===== src/rtl/conv_window_sched.sv =====
// Window sequencer for the single-MAC valid 2-D convolution datapath.
// It walks an MxM kernel over an NxN image. For each output pixel it issues the tap
// addresses and MAC strobes, waits out the accumulator latency, then offers the pixel
// coordinate on a valid/ready handshake.
module conv_window_sched #(
  parameter int unsigned N   = 16,
  parameter int unsigned M   = 5,
  parameter int unsigned LAT = 2,
  parameter int unsigned IAW = (N * N > 1) ? $clog2(N * N) : 1,
  parameter int unsigned WAW = (M * M > 1) ? $clog2(M * M) : 1,
  parameter int unsigned CW  = (N - M + 1 > 1) ? $clog2(N - M + 1) : 1
) (
  input  logic           clk,
  input  logic           rst_n,
  input  logic           start,
  input  logic           abort,
  output logic           busy,
  output logic           done,
  output logic [IAW-1:0] img_addr,
  output logic [WAW-1:0] w_addr,
  output logic           mac_en,
  output logic           mac_first,
  output logic           mac_last,
  output logic           out_valid,
  input  logic           out_ready,
  output logic [CW-1:0]  out_row,
  output logic [CW-1:0]  out_col
);

  // Kernel tap counter width (holds M-1) and latency counter width (holds LAT-1).
  localparam int unsigned PW    = (M > 1) ? $clog2(M) : 1;
  localparam int unsigned LW    = (LAT > 1) ? $clog2(LAT) : 1;
  localparam int unsigned LatM1 = (LAT > 0) ? LAT - 1 : 0;

  typedef enum logic [2:0] {
    StIdle,
    StMac,
    StWait,
    StEmit,
    StDone
  } state_e;

  state_e        state_q, state_d;
  logic [CW-1:0] k_q, k_d;
  logic [CW-1:0] l_q, l_d;
  logic [PW-1:0] p_q, p_d;
  logic [PW-1:0] q_q, q_d;
  logic [LW-1:0] wait_q, wait_d;

  logic last_tap;
  logic last_win;

  assign last_tap = (p_q == PW'(M - 1)) && (q_q == PW'(M - 1));
  assign last_win = (k_q == CW'(N - M)) && (l_q == CW'(N - M));

  // State and counter registers.
  always_ff @(posedge clk or negedge rst_n) begin
    if (!rst_n) begin
      state_q <= StIdle;
      k_q     <= '0;
      l_q     <= '0;
      p_q     <= '0;
      q_q     <= '0;
      wait_q  <= '0;
    end else begin
      state_q <= state_d;
      k_q     <= k_d;
      l_q     <= l_d;
      p_q     <= p_d;
      q_q     <= q_d;
      wait_q  <= wait_d;
    end
  end

  // Next-state and counter update; abort overrides everything while busy.
  always_comb begin
    state_d = state_q;
    k_d     = k_q;
    l_d     = l_q;
    p_d     = p_q;
    q_d     = q_q;
    wait_d  = wait_q;

    unique case (state_q)
      StIdle: begin
        if (start) begin
          state_d = StMac;
          k_d     = '0;
          l_d     = '0;
          p_d     = '0;
          q_d     = '0;
        end
      end
      StMac: begin
        // p/q stay on the final tap so the addresses hold through WAIT and EMIT.
        if (last_tap) begin
          state_d = (LAT == 0) ? StEmit : StWait;
          wait_d  = '0;
        end else if (q_q == PW'(M - 1)) begin
          q_d = '0;
          p_d = p_q + PW'(1);
        end else begin
          q_d = q_q + PW'(1);
        end
      end
      StWait: begin
        if (wait_q == LW'(LatM1)) begin
          state_d = StEmit;
        end else begin
          wait_d = wait_q + LW'(1);
        end
      end
      StEmit: begin
        if (out_ready) begin
          if (last_win) begin
            state_d = StDone;
          end else begin
            state_d = StMac;
            p_d     = '0;
            q_d     = '0;
            if (l_q == CW'(N - M)) begin
              l_d = '0;
              k_d = k_q + CW'(1);
            end else begin
              l_d = l_q + CW'(1);
            end
          end
        end
      end
      StDone: begin
        state_d = StIdle;
      end
      default: begin
        state_d = StIdle;
      end
    endcase

    if (abort && (state_q != StIdle)) begin
      state_d = StIdle;
      k_d     = '0;
      l_d     = '0;
      p_d     = '0;
      q_d     = '0;
      wait_d  = '0;
    end
  end

  // Strobes decode the registered state; addresses follow the live counters.
  always_comb begin
    busy      = (state_q != StIdle);
    mac_en    = (state_q == StMac);
    mac_first = mac_en && (p_q == '0) && (q_q == '0);
    mac_last  = mac_en && last_tap;
    out_valid = (state_q == StEmit);
    done      = (state_q == StDone);
    out_row   = k_q;
    out_col   = l_q;
    img_addr  = (IAW'(k_q) + IAW'(p_q)) * IAW'(N) + IAW'(l_q) + IAW'(q_q);
    w_addr    = WAW'(p_q) * WAW'(M) + WAW'(q_q);
  end

endmodule


===== config.mk =====
export PLATFORM = sky130hd
export DESIGN_NAME = conv_window_sched
export DESIGN_NICKNAME = d
export VERILOG_FILES = /design/src/rtl/conv_window_sched.sv
export SDC_FILE = /design/constraint.sdc
export NUM_CORES = 1
export LEC_CHECK = 0
export ABC_AREA = 1
export ABC_CLOCK_PERIOD_IN_PS = 1800
export CELL_PAD_IN_SITES_DETAIL_PLACEMENT = 1
export CELL_PAD_IN_SITES_GLOBAL_PLACEMENT = 2
export CORE_MARGIN = 2
export CORE_UTILIZATION = 26
export CTS_BUF_LIST = sky130_fd_sc_hd__clkbuf_8 sky130_fd_sc_hd__clkbuf_16
export DETAILED_ROUTE_END_ITERATION = 10
export MAX_ROUTING_LAYER = met4
export PLACE_DENSITY = 0.87
export SETUP_SLACK_MARGIN = 0.4
export SLEW_MARGIN = 20
export SYNTH_ARGS = -nofsm -noshare
export SYNTH_HDL_FRONTEND = slang
export SYNTH_SLANG_ARGS = --single-unit

===== constraint.sdc =====
create_clock -name clk -period 1.8 [get_ports clk]
set_input_delay 0.27 -clock clk [delete_from_list [all_inputs] [get_ports clk]]
set_output_delay 0.27 -clock clk [all_outputs]
set_load 0.03 [all_outputs]

==> results.md, run 1 <==
- CTS tree: built
- Total Power: between 4000 and 5000 uW
- Syn nets: 257
- Max transition margin: between 70% and 80%
- Core Area: approximately 6300 um^2
- Hold Fails Final Rpt: 0
- Via density: between 4 and 5
- Part of the cycle the worst path needs: 126.7%
- Total placed cells including tap cells: approximately 370
- Final worst slack: -0.4799 ns
- Tot GR Track Use: between 10% and 20%
- DRC viols: 0
- Vias in the first global route: between 2k and 2.5k
- Leading cell types by total area after synthesis: dfrtp_1, ha_1, nand2_1
- Initial Utilization: roughly 27%
- # fillers: around 710
- Layout cells sized above 1: between 60 and 70%
- Synth Warn #: 0
- Worst setup SP type: flop
- Max VDD drop: approximately 0.65 mV
- P_leak: about 0.0016 uW
- Critical Path Fanout Max: 4
- Crit end category: output port
- Synth top area share: 26.67%
- Routed Antenna Nets: 0
- Violated checks: setup timing
- Clock period minus worst slack: around 2.3 ns
- Area leader, netlist: dfrtp_1
- Die ar.: slightly above 7000 um^2
- Clock transition at path regs: about 0.09 ns
- Post-synthesis async set-or-reset flop share: between 90% and 100%
- Max Freq: 438.6 MHz
- Clock Sinks: 18
- Site Rows: 29
- Wirelength per Cell: 19.06 um
- WHS: 0.3444 ns
- Via count: 2,024
- Final net count: roughly 360
- Final wirelength: between 7 and 8 mm
- Setup violators final: 22
- Die X: 84.60 um
- Pre-CTS WS: -0.1871 ns
- DRT iter0 DRCs: 90
- Clock root cell: clkbuf_8
- First-pass GRT wire length: about 11 mm
- Ports: 32
- Detailed Routing Iterations Pass 1: 4
- Initial antenna violation count: 0
- IO Port Bufs: 31
- FF+latch count, synth: 18
- Hold crit path type: in -> async
- EDFF count, synth: 0
- Layout Cells excl Fill: slightly above 400
- Die H: approximately 85 um
- Worst EP required: between 1.5 and 2 ns
- Worst skew pair latency: 0.27 ns
- Total gr overflow: 0
- Synth cell types: 24
- Clk_skew: roughly 0.0077 ns
- Sequential Area: around 470 um^2
- Pin count of the biggest net entering global routing: 19
- N_diodes: 0
- Htree depth: 1
- Primary FF master, synth: dfrtp_1
- Syn avg cell area: around 7.4 um^2
- Bufs on Longest Clock Path: 2
- Status: finished with violations
- Area of the multi-input gates: roughly 1800 um^2
- GP Congestion: 0.8131
- Worst EP arrival: roughly 2 ns
- PwrDens: about 1200 nW/um^2
- Slew @ Worst Pin: 0.3987 ns
- Post-Syn Area: about 1700 um^2
- CTS buffer count: 3
- Kind of critical path: reg -> out
- Max Cap Viol: 0
- Fin. max-slew vios: 0
- Unrepaired setup endpoints after global routing: true
- Post-DP HPWL: 4.580 mm
- Register area share after synthesis: roughly a quarter
- Area Growth Syn to Fin: 105.5%
- Total negative slack: -5.258 ns
- Mapped Cells: 229
- Hold Buf Count CTS: 0
-- power by group --
group          total, uW  switching (uW)  internal [uW]
sequential           613             111            502
combinational       3290            1850           1440
clock                369             174            196
total               4270            2130           2140
-- synthesized netlist by cell type (3+ instances only) --
master and instances:
nand3_2 4, nand3_1 23, xnor2_1 8, ha_1 20, a21oi_1 7, xor2_1 5
inv_2 4, nor3_1 5, fa_1 3, inv_1 27, nor2_1 17, nand2_1 63
dfrtp_1 18, o21ai_0 3, nand4_1 7
-- layout by cell type (no fill, tap or decap), types with 11 or more instances in the layout --
| cell | Yosys | routed |
|---|---|---|
| nand2_4 | 2 | 11 |
| buf_4 | 0 | 41 |
| nand2_1 | 63 | 38 |
| dfrtp_2 | 0 | 15 |
| nand2_2 | 2 | 17 |
| buf_6 | 0 | 43 |
| inv_2 | 4 | 11 |
| nor2_1 | 17 | 11 |
| inv_1 | 27 | 16 |
| ha_4 | 0 | 15 |
-- path summary, 6_finish.rpt --
check,start,to,slack [ns],cells past startpoint
worst max-delay path,q_q[1],w_addr[3],-0.48,6
worst max register to register,p_q[0],q_q[0],-0.15,16
worst min-delay path,rst_n,wait_q,0.34,2
min in group clk,wait_q,wait_q,0.56,2
max in group asynchronous,rst_n,out_col[2],1.21,2
worst min register to register,wait_q,wait_q,0.56,2
-- kinds of logic (layout without fill, tap and decap cells) --
logic type,count (synthesis),count (layout),share of synthesized area [%]
AND/OR/NAND/NOR,130,130,36.81
buffers and inverters,31,131,6.889
adder cells (fa/ha/maj),23,23,18.37
flip-flops,18,18,26.67
AO/OA/AOI/OAI,14,14,4.518
XOR/XNOR,13,13,6.741
-- timing repair --
action                     CTS  global route
pin swaps                   14            27
buffers inserted            19            16
resized for setup          141            65
setup endpoints to repair   45            38
-- stage by stage --
| stage | util, % | cell area [um^2] |
|---|---|---|
| 5_1_grt | 54.97 | 3471 |
| 3_5_place_dp | 40.55 | 2560 |
| 2_1_floorplan | - | 1966 |
| 6_report | 54.97 | 3471 |
| 3_3_place_gp | 40.55 | 2560 |
| 4_1_cts | 48.95 | 3090 |
-- worst max-delay path, stage by stage, from the launching register on --
cell and delay, ns:
dfrtp_2 0.47, ha_4 0.30, ha_4 0.14, inv_1 0.06, fa_2 0.43, xnor2_4 0.18, buf_6 0.15
-- final cells by class --
class	instances	share of cell area [%]
sequential	18	13.52
multi-input combinational	180	52.49
timing repair buffer	96	25.99
inverter	31	3.641
clock buffer	4	1.586
tap	77	2.776
-- flip-flops by register name (all words and copies together), names as in the netlist --
register / cells
out_col: 4
out_row: 4
p_q: 3
q_q: 3
state_q: 3
wait_q: 1
-- metal layers --
metal  GRT usage [%]  vias to the layer above  share of wire [%]
li1                -                      950                  -
met1           22.42                     1024                 40
met2           34.79                       37                 56
met3           1.672                       13                2.1
met4           3.608                        0                1.9
met5               -                        -                  0
Power figures use the tool's default switching activity.
==> run 2, diff against run 1 <==
--- a/config.mk
+++ b/config.mk
@@ -10,12 +10,11 @@
 export CELL_PAD_IN_SITES_DETAIL_PLACEMENT = 1
 export CELL_PAD_IN_SITES_GLOBAL_PLACEMENT = 2
 export CORE_MARGIN = 2
-export CORE_UTILIZATION = 26
-export CTS_BUF_LIST = sky130_fd_sc_hd__clkbuf_8 sky130_fd_sc_hd__clkbuf_16
+export CORE_UTILIZATION = 27
+export CTS_BUF_LIST = sky130_fd_sc_hd__clkbuf_4 sky130_fd_sc_hd__clkbuf_8
 export DETAILED_ROUTE_END_ITERATION = 10
 export MAX_ROUTING_LAYER = met4
-export PLACE_DENSITY = 0.87
-export SETUP_SLACK_MARGIN = 0.4
+export PLACE_DENSITY = 0.89
 export SLEW_MARGIN = 20
 export SYNTH_ARGS = -nofsm -noshare
 export SYNTH_HDL_FRONTEND = slang
==> run 2 against run 1 <==
  * The flow still finishes with violations (setup timing)
  * Fmax is 1.8% higher
  * Flip-flop and latch count unchanged
  * First-iteration DRC count shrank 44%
  * Cell area decreased by 17%
  * Sequential share of layout area rose by 2.5 points
  * Sequential power is 2% higher
  * Core utilization decreased by 6.8 points
  * Critical path depth unchanged
  * Non-clock buffer count fell by 26
  * Register-to-register slack gained 0.19 ns
  * Clock power shrank 5.4%
==> results.md, run 2 (synthesis gave the netlist of run 1 again) <==
- Status: finished with violations (unchanged)
- Violated checks: setup timing (unchanged)
- Max VDD drop: 0.7067 mV (was 0.6453 mV)
- P_leak: 0.001425 uW (was 0.001608 uW)
- R2R cell count: 13 (was 16)
- Hold Buf Count CTS: 0 (unchanged)
- Hold Fails Final Rpt: 0 (unchanged)
- Worst EP arrival: 1.97 ns (was 2.01 ns)
- Setup violators final: 9 (was 22)
- Vias in the first global route: 1,838 (was 2,149)
- Final net count: 332 (was 358)
- Layout Cells excl Fill: 378 (was 406)
- Worst skew pair latency: 0.26 ns (was 0.27 ns)
- Htree depth: 1 (unchanged)
- Pint: 1657 uW (was 2138 uW)
- Clock Sinks: 18 (unchanged)
- Via count: 1,764 (was 2,024)
- Die ar.: 6905 um^2 (was 7157 um^2)
- Critical Path Fanout Max: 3 (was 4)
- R2R setup slack: 0.04 ns (was -0.15 ns)
- Total gr overflow: 0 (unchanged)
- Core Area: 5991 um^2 (was 6314 um^2)
- Kind of critical path: reg -> out (unchanged)
- Bufs on Longest Clock Path: 2 (unchanged)
- Reg2reg end: state_q[0] (was q_q[0])
- Area Growth Syn to Fin: 70.74% (was 105.5%)
- Initial Utilization: 28.20% (was 26.75%)
- Max Cap Viol: 0 (unchanged)
- Total negative slack: -2.935 ns (was -5.258 ns)
- GP Congestion: 0.8447 (was 0.8131)
- Worst EP required: 1.53 ns (about the same)
- Gate power share: 71.1% (was 77.0%)
- Launching point of the worst reg2reg path: p_q[0] (unchanged)
- Layout cells sized above 1: 46.86% (was 66.57%)
- Worst Setup EP: w_addr[3] (unchanged)
- CTS buffer count: 3 (unchanged)
- Clock root cell: clkbuf_8 (unchanged)
- Hold crit path type: in -> async (unchanged)
- Clock power share: 10.4% (was 8.6%)
- Ports: 32 (unchanged)
- CTS tree: built (unchanged)
- Unrepaired setup endpoints after global routing: true (unchanged)
- DRT iter0 DRCs: 50 (was 90)
- Initial antenna violation count: 0 (unchanged)
- PwrDens: 1166 nW/um^2 (was 1231 nW/um^2)
- Fin area: 2884 um^2 (was 3471 um^2)
- N_diodes: 0 (unchanged)
- Switching power: 1705 uW (was 2135 uW)
- Die X: 83.10 um (was 84.60 um)
- Most frequent cells in the layout: nand2_1, buf_4, nand3_1, buf_6, inv_1 (was buf_6, buf_4, nand2_1)
- Crit end category: output port (unchanged)
- Via density: 4.667 (was 4.985)
- IO Port Bufs: 31 (unchanged)
- Clock period minus worst slack: 2.239 ns (was 2.280 ns)
- Post-DP HPWL: 4.316 mm (was 4.580 mm)
- Max Freq: 446.7 MHz (was 438.6 MHz)
- Most common cell after layout, fill and taps aside: nand2_1 (was buf_6)
- Pin count of the biggest net entering global routing: 19 (unchanged)
- Placed Area: 2526 um^2 (was 2560 um^2)
- # fillers: 695 (was 712)
- Detailed Routing Iterations Pass 1: 4 (unchanged)
- DRC viols: 0 (unchanged)
- Clock transition at path regs: 0.08 ns (was 0.09 ns)
- Sw Share: 50.72% (was 49.96%)
- Routed Antenna Nets: 0 (unchanged)
- Die H: 83.10 um (was 84.60 um)
- Total placed cells including tap cells: 364 (was 367)
- Part of the cycle the worst path needs: 124.4% (was 126.7%)
- Worst setup SP type: flop (unchanged)
- Seq pwr share: 18.5% (was 14.4%)
- Final worst slack: -0.4387 ns (was -0.4799 ns)
- Clk_skew: 0.006797 ns (was 0.007733 ns)
- Final wirelength: 5.442 mm (was 7.738 mm)
- Max transition margin: 72.37% (was 73.38%)
- First-pass GRT wire length: 8.997 mm (was 10.57 mm)
- Fin. max-slew vios: 0 (unchanged)
- Site Rows: 28 (was 29)
- Wirelength per Cell: 14.40 um (was 19.06 um)
- Slew @ Worst Pin: 0.4115 ns (was 0.3987 ns)
- Critical path startpoint: p_q[0] (was q_q[1])
- Tot GR Track Use: 16.48% (was 18.88%)
==> run 2: power groups by stage <==
stage / registers (uW) / clock network [uW] / logic [uW]
after floorplan: 688 / 0 / 1360
after global placement: 618 / 0 / 2120
after detailed placement: 629 / 0 / 2150
after CTS: 623 / 361 / 2310
after global routing: 635 / 379 / 2590
final: 623 / 349 / 2390
==> run 2: final cells by class <==
class | count | area (um^2) | area share [%]
multi-input combinational | 180 | 1519 | 52.67
timing repair buffer | 70 | 635.6 | 22.04
sequential | 18 | 461.7 | 16.01
inverter | 31 | 118.9 | 4.121
tap | 75 | 93.84 | 3.254
clock buffer | 4 | 55.05 | 1.909
==> run 2: worst min path at each step <==
stage	from	endpoint	slack, ns	depth (start not counted)
after global routing	rst_n	wait_q	0.35	2
after CTS	rst_n	wait_q	0.34	2
after detailed placement	wait_q	wait_q	0.50	2
final	rst_n	wait_q	0.33	2
after global placement	wait_q	wait_q	0.47	2
after floorplan	rst_n	out_col[0]	-0.03	0
==> run 2: metal layers <==
metal  track usage (%)  part of all wire [%]  vias to the layer above
li1                  -                     -                      895
met1             20.01                    45                      847
met2             29.91                    53                       20
met3             1.491                   1.5                        2
met4             3.130                  0.50                        0
met5                 -                     0                        -
==> run 2: through the flow <==
stage,worst slack [ns],power (uW),hold slack (ns),util [%]
after CTS,-0.4501,3297,0.3389,46.35
final,-0.4387,3362,0.3326,48.14
after global routing,-0.4979,3608,0.3539,48.14
after detailed placement,-0.2121,2779,0.5002,42.17
after global placement,-0.1350,2733,0.4728,42.17
after floorplan,-0.2235,2047,-0.02559,-
==> run 2: critical path: stages (launching register included) <==
cell     delay, ns
dfrtp_2       0.45
ha_4          0.24
ha_4          0.28
inv_2         0.04
fa_2          0.37
xnor2_4       0.17
buf_6         0.14
==> run 2: timing repair <==
item	CTS	global route
pin swaps	10	6
endpoints found under the setup margin	19	30
buffers inserted	8	4
gates resized for setup	46	21
